<file path="config.mk">
export PLATFORM = sky130hd
export DESIGN_NAME = tx_uart_128
export DESIGN_NICKNAME = d
export VERILOG_FILES = /design/src/rtl/tx_uart_128.sv
export SDC_FILE = /design/constraint.sdc
export NUM_CORES = 1
export LEC_CHECK = 0
export ABC_AREA = 1
export CELL_PAD_IN_SITES_DETAIL_PLACEMENT = 2
export CELL_PAD_IN_SITES_GLOBAL_PLACEMENT = 2
export CORE_UTILIZATION = 30
export CTS_CLUSTER_SIZE = 14
export DETAILED_ROUTE_END_ITERATION = 12
export PLACE_DENSITY_LB_ADDON = 0.1
export SLEW_MARGIN = 20
export SYNTH_ARGS = -nofsm -noshare
export SYNTH_HDL_FRONTEND = slang
export SYNTH_SLANG_ARGS = --single-unit
</file>
<file path="constraint.sdc">
create_clock -name clk -period 4.7 [get_ports clk]
set_input_delay 0.47 -clock clk [delete_from_list [all_inputs] [get_ports clk]]
set_output_delay 0.47 -clock clk [all_outputs]
set_load 0.01 [all_outputs]
</file>
<file path="src/rtl/tx_uart_128.sv">
// Serialises a 128-bit word as 16 8N1 UART frames, MSB byte first, LSB bit first.
// Latency: line goes low the edge after accept; tx_done 160*CLKS_PER_BIT cycles later.
// Backpressure: start is ignored while busy or with en_tx low; en_tx low aborts at the next byte boundary.
module tx_uart_128 #(
  parameter int CLKS_PER_BIT = 16
) (
  input  logic         clk,
  input  logic         reset,
  input  logic         en_tx,
  input  logic         start,
  input  logic [127:0] data_in,
  output logic         u_tx,
  output logic         busy,
  output logic         byte_done,
  output logic         tx_done
);

  localparam int                BAUD_W    = $clog2(CLKS_PER_BIT);
  localparam logic [BAUD_W-1:0] BAUD_LAST = BAUD_W'(CLKS_PER_BIT - 1);

  typedef enum logic [1:0] {
    IDLE,
    START,
    DATA,
    STOP
  } state_t;

  state_t              state_q, state_d;
  logic [127:0]        word_q, word_d;
  logic [3:0]          byte_cnt_q, byte_cnt_d;
  logic [2:0]          bit_cnt_q, bit_cnt_d;
  logic [BAUD_W-1:0]   baud_cnt_q, baud_cnt_d;
  logic                u_tx_q, u_tx_d;
  logic                busy_q, busy_d;
  logic                byte_done_q, byte_done_d;
  logic                tx_done_q, tx_done_d;

  logic                baud_last;
  logic [7:0]          cur_byte;

  assign baud_last = (baud_cnt_q == BAUD_LAST);
  // The word shifts left by a byte per frame, so the byte on the wire is always the top one.
  assign cur_byte  = word_q[127:120];

  // u_tx_d is the line level for the state being entered, keeping u_tx aligned with state_q.
  always_comb begin
    state_d     = state_q;
    word_d      = word_q;
    byte_cnt_d  = byte_cnt_q;
    bit_cnt_d   = bit_cnt_q;
    baud_cnt_d  = baud_cnt_q;
    u_tx_d      = u_tx_q;
    byte_done_d = 1'b0;
    tx_done_d   = 1'b0;

    case (state_q)
      IDLE: begin
        u_tx_d     = 1'b1;
        baud_cnt_d = '0;
        bit_cnt_d  = '0;
        byte_cnt_d = '0;
        if (start && en_tx) begin
          word_d  = data_in;
          state_d = START;
          u_tx_d  = 1'b0;
        end
      end

      START: begin
        if (baud_last) begin
          baud_cnt_d = '0;
          bit_cnt_d  = '0;
          state_d    = DATA;
          u_tx_d     = cur_byte[0];
        end else begin
          baud_cnt_d = baud_cnt_q + 1'b1;
        end
      end

      DATA: begin
        if (baud_last) begin
          baud_cnt_d = '0;
          if (bit_cnt_q == 3'd7) begin
            state_d = STOP;
            u_tx_d  = 1'b1;
          end else begin
            bit_cnt_d = bit_cnt_q + 3'd1;
            u_tx_d    = cur_byte[bit_cnt_d];
          end
        end else begin
          baud_cnt_d = baud_cnt_q + 1'b1;
        end
      end

      STOP: begin
        if (baud_last) begin
          baud_cnt_d  = '0;
          byte_done_d = 1'b1;
          if (byte_cnt_q == 4'd15) begin
            tx_done_d  = 1'b1;
            byte_cnt_d = '0;
            state_d    = IDLE;
            u_tx_d     = 1'b1;
          end else if (en_tx) begin
            byte_cnt_d = byte_cnt_q + 4'd1;
            word_d     = {word_q[119:0], 8'h00};
            state_d    = START;
            u_tx_d     = 1'b0;
          end else begin
            byte_cnt_d = '0;
            state_d    = IDLE;
            u_tx_d     = 1'b1;
          end
        end else begin
          baud_cnt_d = baud_cnt_q + 1'b1;
        end
      end

      default: begin
        state_d = IDLE;
        u_tx_d  = 1'b1;
      end
    endcase

    busy_d = (state_d != IDLE);
  end

  always_ff @(posedge clk or posedge reset) begin
    if (reset) begin
      state_q     <= IDLE;
      word_q      <= '0;
      byte_cnt_q  <= '0;
      bit_cnt_q   <= '0;
      baud_cnt_q  <= '0;
      u_tx_q      <= 1'b1;
      busy_q      <= 1'b0;
      byte_done_q <= 1'b0;
      tx_done_q   <= 1'b0;
    end else begin
      state_q     <= state_d;
      word_q      <= word_d;
      byte_cnt_q  <= byte_cnt_d;
      bit_cnt_q   <= bit_cnt_d;
      baud_cnt_q  <= baud_cnt_d;
      u_tx_q      <= u_tx_d;
      busy_q      <= busy_d;
      byte_done_q <= byte_done_d;
      tx_done_q   <= tx_done_d;
    end
  end

  assign u_tx      = u_tx_q;
  assign busy      = busy_q;
  assign byte_done = byte_done_q;
  assign tx_done   = tx_done_q;

endmodule
</file>
# After elaboration in Yosys (flattened, before gate mapping)
# Cells that the tools add are included.
classes:
  reduce_logical: 10
  order_cmp: 1
  add_sub_neg: 3
  muxes: 38
  n_eq_ne: 13
ops:
  columns: ["operator", "n"]
  rows:
  - ["$mux W128", 4]
  - ["$pmux W128 S2", 1]
  - ["$mux W4", 4]
  - ["$pmux W4 S2", 2]
  - ["$mux W1", 15]
  - ["$ne A2 B2 Y1 const B", 7]
  - ["$mux W2", 5]
  - ["$mux W3", 3]
  - ["$pmux W3 S3", 1]
  - ["$add A4 B1 Y4 const B", 2]
  - ["$eq A4 B4 Y1 const B", 2]
  - ["$pmux W2 S4", 1]
  - ["$reduce_and A5 Y1", 1]
  - ["$eq A2 B2 Y1 const B", 2]
  - ["$lt A3 B4 Y1 const B", 1]
  - ["$pmux W1 S4", 1]
  - ["$reduce_and A4 Y1", 1]
  - ["$reduce_bool A2 Y1", 2]
  - ["$add A3 B1 Y3 const B", 1]
  - ["$bmux W1 S3", 1]
  - ["$eq A3 B3 Y1 const B", 1]
  - ["$reduce_and A3 Y1", 1]
  - ["$reduce_bool A3 Y1", 1]
  - ["$reduce_or A3 Y1", 1]
  - ["other kinds (4)", 4]
totals:
  output_inout_bits: 4
  ff_bits: 145
  elab_cells: 74
  in_bits: 132

# Depth between registers and ports, before layout
# Gate-level depths: netlist of run 1.
depth:
  depth_word: 6
  depth_mapped: 11
  ltp_nobuf: 9

# Least setup slack after synthesis of run 1
# OpenSTA, ideal clock, no wires.
synth_timing:
  kind: "register to register"
  start: "register byte_cnt_q[0]"
  end: "register word_q[108]"
  path_buffers: 2
  synth_period_minus_slack_ns: 1.590
  setup_slack_ns: 3.110
  arrival_ns: 1.460
  t_required_ns: 4.570
  setup_ns: 0.130
  stages_incl_launch_ff: 10
  path_cell_list: "dfrtp_1 -> ha_1 -> nand3_1 -> nand2_1 -> o21ai_2 -> nand2_4 -> inv_4 -> buf_6 -> clkbuf_4 -> o21ai_0"
synth_between:
  elab_chain_len: 3
synth_lines:
  columns: ["element", "line_no", "text"]
  rows:
  - ["start: declaration", "30", "logic [3:0] byte_cnt_q, byte_cnt_d;"]
  - ["start signal: assignment", "142", "byte_cnt_q <= byte_cnt_d;"]
  - ["$eq A4 B4 Y1", "99", "if (byte_cnt_q == 4'd15) begin"]
  - ["$ne A2 B2 Y1 (no source line)", null, null]
  - ["$reduce_and A5 Y1 (no source line)", null, null]
  - ["end signal: assignment", "141", "word_q <= word_d;"]
  - ["end: declaration", "29", "logic [127:0] word_q, word_d;"]
# Every way passes these cells.
# A chain may end at the register's enable or synchronous reset.

# Worst setup path after layout of run 1
layout_timing:
  start: "register state_q[0]"
  end: "register word_q[106]"
layout_between:
  elab_chain_len: 3
  elab_cells_between_ends: 9
  classes_between: "5 x eq/ne; 1 x mux; 3 x reduce/logical"
layout_lines:
  columns: ["element", "line_no", "text"]
  rows:
  - ["start: declaration", "28", "state_t state_q, state_d;"]
  - ["start signal: assignment", "140", "state_q <= state_d;"]
  - ["$eq A2 B2 Y1 or $logic_not A2 Y1 (tied branches)", "56", "case (state_q)"]
  - ["$ne A2 B2 Y1 (no source line) or $reduce_bool A2 Y1 (tied branches)", null, null]
  - ["$reduce_and A5 Y1 (no source line)", null, null]
# Parallel ways exist; a longest one is shown, timed or not.

==> reports/results.ini, run 1 <==
[synthesis]
synthCells=801
synthMuxAreaShare=0
synth_seq_cells=145
synth_xor_area_frac=0.00334
synth_compound_area_frac=0.305
synth.distinct_cells=29
synth_top_family_by_area=compound AO/OA/AOI/OAI gates
postSynthAreaPerCell_sq_um=9.83
ys_seq_area_frac=0.461
synth_adder_area_share=0.00636
synthesis.area_sq_um=7870
synth_simple_gate_area_frac=0.105
yosysWarnings=0
synth.net_count=937

[clock_tree]
clkLatencyLatePin_ns=0.42
cts_root_buffer=clkbuf_16
ctsHtreeMaxLevel=4
cts_hold_buf=0
post_cts_buffers=0
cts_repair_resize_count=0
clock_sinks=145
clk_pin_slew_ns=0.06
cts_inserted_buffers=17
cts.path.max_buffers=2
cts_tree=yes

[routing]
wl_per_cell_microns=16.9
drt_pass1_iterations=4
route.vias.total=5920
drc=0
drt-initial-drc-count=228
ant_nets=0
via_per_inst=4.74
wl_microns=21200

[floorplanning]
io_pins=136
start_util=0.309
dieArea_sq_um=26900
die_w_microns=164
die_y_microns=164
row_count=58
core-area_sq_um=25500

[sta]
timing.final.ws_setup_ns=1.57
max_freq_ghz=0.320
min_period_ns=3.13
whs_ns=0.475
relSlewSlack=0.462
setup_viol=0
worst_pin_slew_ns=0.807
period_share=0.666
clock-skew-final_ns=0.0112
rsz0062_at_grt=false
slew_violations=0
setup_tns_ns=0
finalHoldViolCount=0

[place]
post-place-ws_ns=1.54
dp_hpwl_microns=14400
gp_congestion=0.795
port_buffers=135

[job]
maxCapViolCount=0

[critical_path]
cp-start-kind=flop
path_class=flop to flop
cp_max_fo=142
required_ns=4.98
crit_arrival_ns=3.41
end_kind=flop

[min_path]
holdCritPathClass=flop to flop

[cells_and_area]
finalNetCount=1043
synthToLayoutAreaGrowth_pct=25.7
layout-drive-gt1-share=0.251
num-fill-cells=2737
antenna_cells=0
regArea_sq_um=3630
multi_input_area_sq_um=3300
final_util=0.388

[grt]
grt_max_degree=143
gr-total-overflow=0
grt_pass1_wl_microns=34400
antenna_found_initial=0
grt_pass1_vias=6570
track_usage=0.166

[power_and_ir_drop]
ir_drop_mv=0.194
p_leak_nw=3.81
powerDensity_nw_per_um2=285
p_total_mw=2.82

[run_status]
status=completed

-- cells in the final DEF, fill, tap and decap left out, drive strengths merged --
| cell | synthesis | layout |
|---|---|---|
| inv | 136 | 135 |
| o21ai | 129 | 129 |
| clkinvlp | 0 | 1 |
| buf | 30 | 6 |
| xor2 | 2 | 2 |
| o21a | 1 | 1 |
| clkinv | 0 | 7 |
| nand3b | 1 | 1 |
| dfstp | 1 | 1 |
| clkbuf | 24 | 22 |
| nor2 | 13 | 13 |
| ha | 4 | 4 |
| dfrtp | 144 | 144 |
| nand2 | 167 | 167 |
| o211ai | 120 | 120 |
| clkdlybuf4s50 | 0 | 135 |
| bufinv | 0 | 3 |
| nor3 | 1 | 1 |
| xnor2 | 1 | 1 |
| a21oi | 4 | 4 |
| nand3 | 23 | 23 |
-- worst max-delay path, stage by stage, from the launching register on --
cell	delay, ns
dfrtp_1	0.52
nand2_4	0.19
inv_8	0.48
nand2_1	0.20
nand2_4	0.20
clkinv_8	0.49
buf_12	0.49
o211ai_1	0.14
o21ai_0	0.11
-- where the power goes --
group	switching [mW]	leakage, nW	internal (mW)
Combinational	0.0595	1.53	0.0971
Clock	0.549	0.294	0.862
Sequential	0	1.98	1.25
-- synth_stat cells, drive strengths merged --
library cell / number / share of area
o21a: 1 / 0.00095
xor2: 2 / 0.0022
clkbuf: 24 / 0.015
nor2: 13 / 0.0068
dfstp: 1 / 0.0033
o211ai: 120 / 0.18
xnor2: 1 / 0.0011
dfrtp: 144 / 0.46
inv: 136 / 0.065
nand2: 167 / 0.082
nand3: 23 / 0.015
ha: 4 / 0.0064
nor3: 1 / 0.00064
buf: 30 / 0.039
nand3b: 1 / 0.00095
o21ai: 129 / 0.12
a21oi: 4 / 0.0025
-- layer usage --
metal / wire (microns) / track usage / vias up
met5: 0 / 0 / -
met1: 9370 / 0.207 / 2957
met3: 1000 / 0.0414 / 14
met2: 10600 / 0.285 / 84
met4: 186 / 0.0404 / 0
li1: - / - / 2865
-- metrics by stage --
step | std cells | cell area [sq um]
4_1_cts | 1250 | 9890
3_5_place_dp | 1218 | 9290
5_1_grt | 1250 | 9890
2_1_floorplan | 801 | 7870
6_report | 1250 | 9890
3_3_place_gp | 1218 | 9290
-- sequential cells by signal, indices dropped and copies added (netlist names) --
signal,count
u_tx,1
byte_cnt_q,4
byte_done,1
word_q,128
state_q,2
busy,1
tx_done,1
bit_cnt_q,3
baud_cnt_q,4
-- worst paths after layout --
| kind | end | depth (start not counted) | start | slack [ns] |
|---|---|---|---|---|
| worst max-delay path | word_q[106] | 8 | state_q[0] | 1.57 |
| worst min-delay path | baud_cnt_q[0] | 1 | baud_cnt_q[0] | 0.47 |
| worst max register to register | word_q[106] | 8 | state_q[0] | 1.57 |
| worst min register to register | baud_cnt_q[0] | 1 | baud_cnt_q[0] | 0.47 |
| max in group asynchronous | u_tx | 3 | reset | 3.08 |
| min in group asynchronous | word_q[23] | 2 | reset | 0.57 |
-- cell families after synthesis --
group           Yosys count
flops                   145
buf+inv                 190
xor+xnor                  3
simple gates            205
compound gates          254
fa+ha+maj                 4
-- cell type report --
type                       instances  share of cell area
sequential                       145               0.367
multi-input combinational        466               0.334
timing repair buffer             141               0.143
inverter                         136              0.0541
clock buffer                      22              0.0469
tap                              330              0.0417
clock inverter                    10              0.0137
Note: power is estimated with default switching activity, not from simulation.
==> inputs of run 2 (changes only) <==
- CORE_UTILIZATION: 30 -> 33
- clock period: 4.7 -> 2.9 ns (I/O delays scaled with it)
==> run 2 against run 1 <==
Effect of this change: clock power increased by 65%; hold slack got worse by 0.030 ns; cell count decreased by 0.40%; fmax increased by 36%; non-clock buffer count increased by 8; global-route usage increased by 1.8 points; register-to-register slack got worse by 0.97 ns; clock skew decreased by 0.0012 ns; clock-buffer cell count decreased by 1; power increased by 63%.
==> reports/results.ini, run 2 (synthesized netlist as in run 1, its figures left out) <==
[run_status]
status=completed

[routing]
drt-met1-wl_microns=9090  ; -3.0%
route.vias.total=5975  ; +0.93%
highest_layer=met4
wl_met3_microns=741  ; -26%
via_per_inst=4.80  ; +1.3%
drc=0  ; unchanged
ant_nets=0  ; unchanged
drt_pass1_iterations=4  ; unchanged
met2WireLength_microns=11100  ; +4.5%
drt-initial-drc-count=189  ; -17%
wl_microns=21200  ; -0.10%
wl_per_cell_microns=17.0  ; +0.30%

[floorplanning]
die_y_microns=156  ; -4.6%
die_w_microns=156  ; -4.6%
start_util=0.336  ; +0.0273
core-area_sq_um=23400  ; -8.1%
dieArea_sq_um=24500  ; -9.0%
row_count=56  ; -3.4%
io_pins=136  ; unchanged

[critical_path]
cp_top_family=buffers and inverters
worst-r2r-setup-slack_ns=0.60  ; -0.97 ns
end_kind=flop
required_ns=3.26  ; -1.72 ns
path_class=flop to flop
slowest_delay_ns=0.50  ; -0.02 ns
crit_chain=nand2_4 -> inv_8 -> nand2_1 -> o21ai_2 -> nand2_4 -> clkinv_8 -> buf_4 -> o211ai_2 -> o21ai_2
path_buf_inv=3  ; unchanged
cp_max_fo=59  ; -58%
cp-start-kind=flop
crit_arrival_ns=2.66  ; -0.75 ns
critPathSlowestCell=dfrtp_1

[cells_and_area]
regMostFlops=word_q
design_area_sq_um=10000  ; +1.4%
num-fill-cells=2507  ; -8.4%
layout-drive-gt1-share=0.259  ; +0.00809
regArea_sq_um=3630  ; unchanged
final_common_cell=nand2_1
largest_registers=word_q: 128 flops, baud_cnt_q: 4 flops, byte_cnt_q: 4 flops
multi_input_area_sq_um=3300  ; unchanged
largest_register_ffs=128  ; unchanged
synthToLayoutAreaGrowth_pct=27.5
antenna_cells=0  ; unchanged
finalNetCount=1051  ; +0.77%
layout_common_cells=nand2_1, dfrtp_1, clkdlybuf4s50_1

[sta]
period_share=0.794  ; +0.128
finalHoldViolCount=0  ; unchanged
whs_ns=0.445  ; -0.0296 ns
relSlewSlack=0.431  ; -0.0316
clock-skew-final_ns=0.0100  ; -0.00119 ns
setup_viol=0  ; unchanged
slew_violations=0  ; unchanged
max_freq_ghz=0.434  ; +36%
worst_pin_slew_ns=0.854  ; +0.0473 ns
rsz0062_at_grt=false
min_period_ns=2.30  ; -0.826 ns
setup_tns_ns=0  ; unchanged

[power_and_ir_drop]
ir_drop_mv=0.270  ; +39%
powerDensity_nw_per_um2=458  ; +61%
p_leak_nw=3.87  ; +1.5%

[clock_tree]
clkLatencyLatePin_ns=0.42  ; about the same
cts.path.max_buffers=2  ; unchanged
cts_inserted_buffers=17  ; unchanged
cts_tree=yes
cts_root_buffer=clkbuf_16
ctsHtreeMaxLevel=4  ; unchanged
clock_sinks=145  ; unchanged
cts_repair_resize_count=0  ; unchanged
post_cts_buffers=0  ; unchanged
clk_pin_slew_ns=0.06  ; about the same
cts_hold_buf=0  ; unchanged

[place]
dpl_cell_area_sq_um=9420  ; +1.4%
dp_hpwl_microns=14900  ; +3.0%
gp_congestion=0.796  ; +0.14%
port_buffers=135  ; unchanged

[grt]
grt_pass1_vias=6804  ; +3.6%
antenna_found_initial=0  ; unchanged
grt_pass1_wl_microns=34600  ; +0.78%
grt_max_degree=146  ; +2.1%
track_usage=0.184  ; +0.0179
gr-total-overflow=0  ; unchanged

[job]
maxCapViolCount=0  ; unchanged

[min_path]
holdCritPathClass=primary input to asynchronous set/reset pin

[run 2: layout make-up]
class | count | area share
clock buffer | 21 | 0.0479
clock inverter | 9 | 0.0131
inverter | 136 | 0.0533
multi-input combinational | 466 | 0.329
sequential | 145 | 0.362
tap | 319 | 0.0398
timing repair buffer | 149 | 0.155
[run 2: worst paths after layout]
path	start	endpoint	cells past startpoint
setup / recovery	state_q[0]	word_q[50]	9
hold / removal	reset	word_q[29]	3
setup reg to reg	state_q[0]	word_q[50]	9
hold reg to reg	word_q[121]	word_q[121]	2
max in group asynchronous	reset	word_q[97]	3
min in group clk	data_in[2]	word_q[2]	3
[run 2: routing by layer]
layer / vias to the layer above / track usage
met3: 15 / 0.0390
met5: - / 0
met2: 85 / 0.334
met1: 2994 / 0.217
li1: 2881 / -
met4: 0 / 0.0514
[run 2: where the power goes]
group / internal [mW] / switching [mW]
logic: 0.158 / 0.0911
registers: 2.02 / 0
clock network: 1.43 / 0.885
total: 3.62 / 0.976
[run 2: tightest hold or removal path: cells and delay by family]
kind / cells / cell delay, ns
buffers and inverters: 3 / 1.08
[run 2: stage by stage]
| step | power (mW) | std cells | worst slack, ns | utilization |
|---|---|---|---|---|
| CTS | 4.66 | 1245 | 0.533 | 0.429 |
| global route | 4.75 | 1245 | 0.427 | 0.429 |
| detailed placement | 2.31 | 1215 | 0.554 | 0.403 |
| finish | 4.59 | 1245 | 0.598 | 0.429 |
| floorplan | 2.09 | 801 | 0.792 | - |
| global placement | 2.31 | 1215 | 0.655 | 0.403 |
==> inputs of run 3 (changes only) <==
- CORE_UTILIZATION: 33 -> 30
- clock period: 2.9 -> 2 ns (I/O delays scaled with it)
==> run 3 against run 2 <==
Effect of this change: combinational power up 53%; design area increased by 2.5%; hold slack lost 0.29 ns; wire length rose by 4.0%; clock skew increased by 0.0030 ns; sequential share of layout area shrank 0.90 points; worst setup slack got worse by 0.42 ns; highest routed layer unchanged.
==> reports/results.ini, run 3 (synthesized netlist as in run 1, its figures left out) <==
[run_status]
status=completed

[grt]
grt_pass1_vias=6750  ; -0.79%
grt_max_degree=115  ; -21%
gr-total-overflow=0  ; unchanged
antenna_found_initial=0  ; unchanged
track_usage=0.173  ; -0.0105
grt_pass1_wl_microns=35800  ; +3.2%

[critical_path]
cp-start-kind=flop
cp_max_fo=28  ; -53%
end_kind=flop
crit_arrival_ns=2.11  ; -0.55 ns
path_class=flop to flop
required_ns=2.29  ; -0.97 ns

[power_and_ir_drop]
p_total_mw=6.85  ; +49%
p_leak_nw=3.99  ; +3.1%
switching_power_mw=1.45  ; +49%
powerDensity_nw_per_um2=666  ; +45%
clkPwrFrac=0.516  ; +0.011
intPower_mw=5.40  ; +49%
pwr-share-seq=0.428  ; -0.013
sw_frac_of_total=0.212  ; -0.000816
combPwrFrac=0.056  ; +0.002
ir_drop_mv=0.423  ; +57%

[sta]
max_freq_ghz=0.549  ; +26%
slew_violations=0  ; unchanged
setup_viol=0  ; unchanged
rsz0062_at_grt=false
period_share=0.912  ; +0.118
finalHoldViolCount=0  ; unchanged
relSlewSlack=0.586  ; +0.156
min_period_ns=1.82  ; -0.479 ns
setup_tns_ns=0  ; unchanged
clock-skew-final_ns=0.0130  ; +0.00301 ns
timing.final.ws_setup_ns=0.177  ; -0.421 ns
worst_pin_slew_ns=0.621  ; -0.233 ns

[floorplanning]
core-area_sq_um=25500  ; +8.8%
die_y_microns=164  ; +4.8%
die_w_microns=164  ; +4.8%
row_count=58  ; +3.6%
dieArea_sq_um=26900  ; +9.9%
io_pins=136  ; unchanged
start_util=0.309  ; -0.0273

[clock_tree]
clock_sinks=145  ; unchanged
cts_inserted_buffers=17  ; unchanged
ctsHtreeMaxLevel=4  ; unchanged
post_cts_buffers=0  ; unchanged
clk_pin_slew_ns=0.06  ; about the same
clkLatencyLatePin_ns=0.43  ; about the same
cts_tree=yes
cts_hold_buf=0  ; unchanged
cts.path.max_buffers=2  ; unchanged
cts_root_buffer=clkbuf_16

[cells_and_area]
design_area_sq_um=10300  ; +2.5%
layout_common_cells=nand2_1, dfrtp_1, clkdlybuf4s50_1
finalNetCount=1063  ; +1.1%
antenna_cells=0  ; unchanged
final_common_cell=nand2_1
layout-drive-gt1-share=0.269  ; +0.00997
largest_register_ffs=128  ; unchanged
instances_no_fill=1270  ; +2.0%
regMostFlops=word_q
largest_registers=word_q: 128 flops, baud_cnt_q: 4 flops, byte_cnt_q: 4 flops
synthToLayoutAreaGrowth_pct=30.7

[routing]
drc=0  ; unchanged
wl_microns=22000  ; +4.0%
drt-initial-drc-count=250  ; +32%
drt_pass1_iterations=4  ; unchanged
wl_per_cell_microns=17.3  ; +2.0%
via_per_inst=4.76  ; -0.84%
route.vias.total=6044  ; +1.2%
ant_nets=0  ; unchanged

[place]
dpl_cell_area_sq_um=9590  ; +1.8%
port_buffers=135  ; unchanged
post-place-ws_ns=0.0414  ; -0.513 ns
dp_hpwl_microns=15700  ; +5.5%
gp_congestion=0.749  ; -5.9%
placed_cells_incl_taps=1237  ; +1.8%

[job]
maxCapViolCount=0  ; unchanged

[min_path]
holdCritPathClass=primary input to asynchronous set/reset pin

[run 3: power by group through the flow]
stage          clock network, mW  logic (mW)  registers, mW
6_report                    3.53       0.382           2.93
5_1_grt                     3.77       0.409           2.93
4_1_cts                     3.66       0.393           2.93
3_5_place_dp                   0       0.389           2.99
3_3_place_gp                   0       0.387           2.99
2_1_floorplan                  0      0.0440           2.99
[run 3: layer usage]
metal / wire length, microns / up-vias / GRT usage
met5: 0 / - / 0
met2: 11000 / 95 / 0.292
li1: - / 2911 / -
met1: 9870 / 3017 / 0.220
met3: 751 / 21 / 0.0321
met4: 363 / 0 / 0.0644
[run 3: metrics by stage]
stage               utilization  hold WS (ns)
floorplan                     -         0.347
global placement          0.377         0.450
detailed placement        0.377         0.475
CTS                       0.402         0.145
global route              0.404         0.165
finish                    0.404         0.152
[run 3: final timing paths]
path                                from           to  slack, ns  depth (start not counted)
setup / recovery           byte_cnt_q[0]  word_q[105]       0.18                          9
hold / removal                     reset   word_q[19]       0.15                          2
setup reg to reg           byte_cnt_q[0]  word_q[105]       0.18                          9
hold reg to reg              word_q[121]  word_q[121]       0.49                          2
max in group asynchronous          reset         u_tx       1.26                          3
min in group clk              data_in[7]    word_q[7]       0.37                          3
[run 3: timing repair]
| item | 4_1_cts | 5_1_grt |
|---|---|---|
| gates resized for setup | 0 | 5 |
| setup endpoints to repair | 0 | 32 |
| endpoints found under the hold margin | 0 | 0 |
[run 3: cell type report]
class	count	area [sq um]
Clock inverter	13	211
Clock buffer	19	433
Multi-Input combinational cell	466	3310
Timing Repair Buffer	161	1750
Fill cell	2704	15200
Tap cell	330	413
Sequential cell	145	3630
Inverter	136	548
[run 3: critical path: stages, from the launching register on]
cell	delay, ns
dfrtp_1	0.41
ha_1	0.24
nand3_2	0.15
nand2_1	0.11
o21ai_2	0.07
nand2_4	0.13
clkinv_16	0.15
buf_12	0.21
o211ai_1	0.08
o21ai_0	0.12
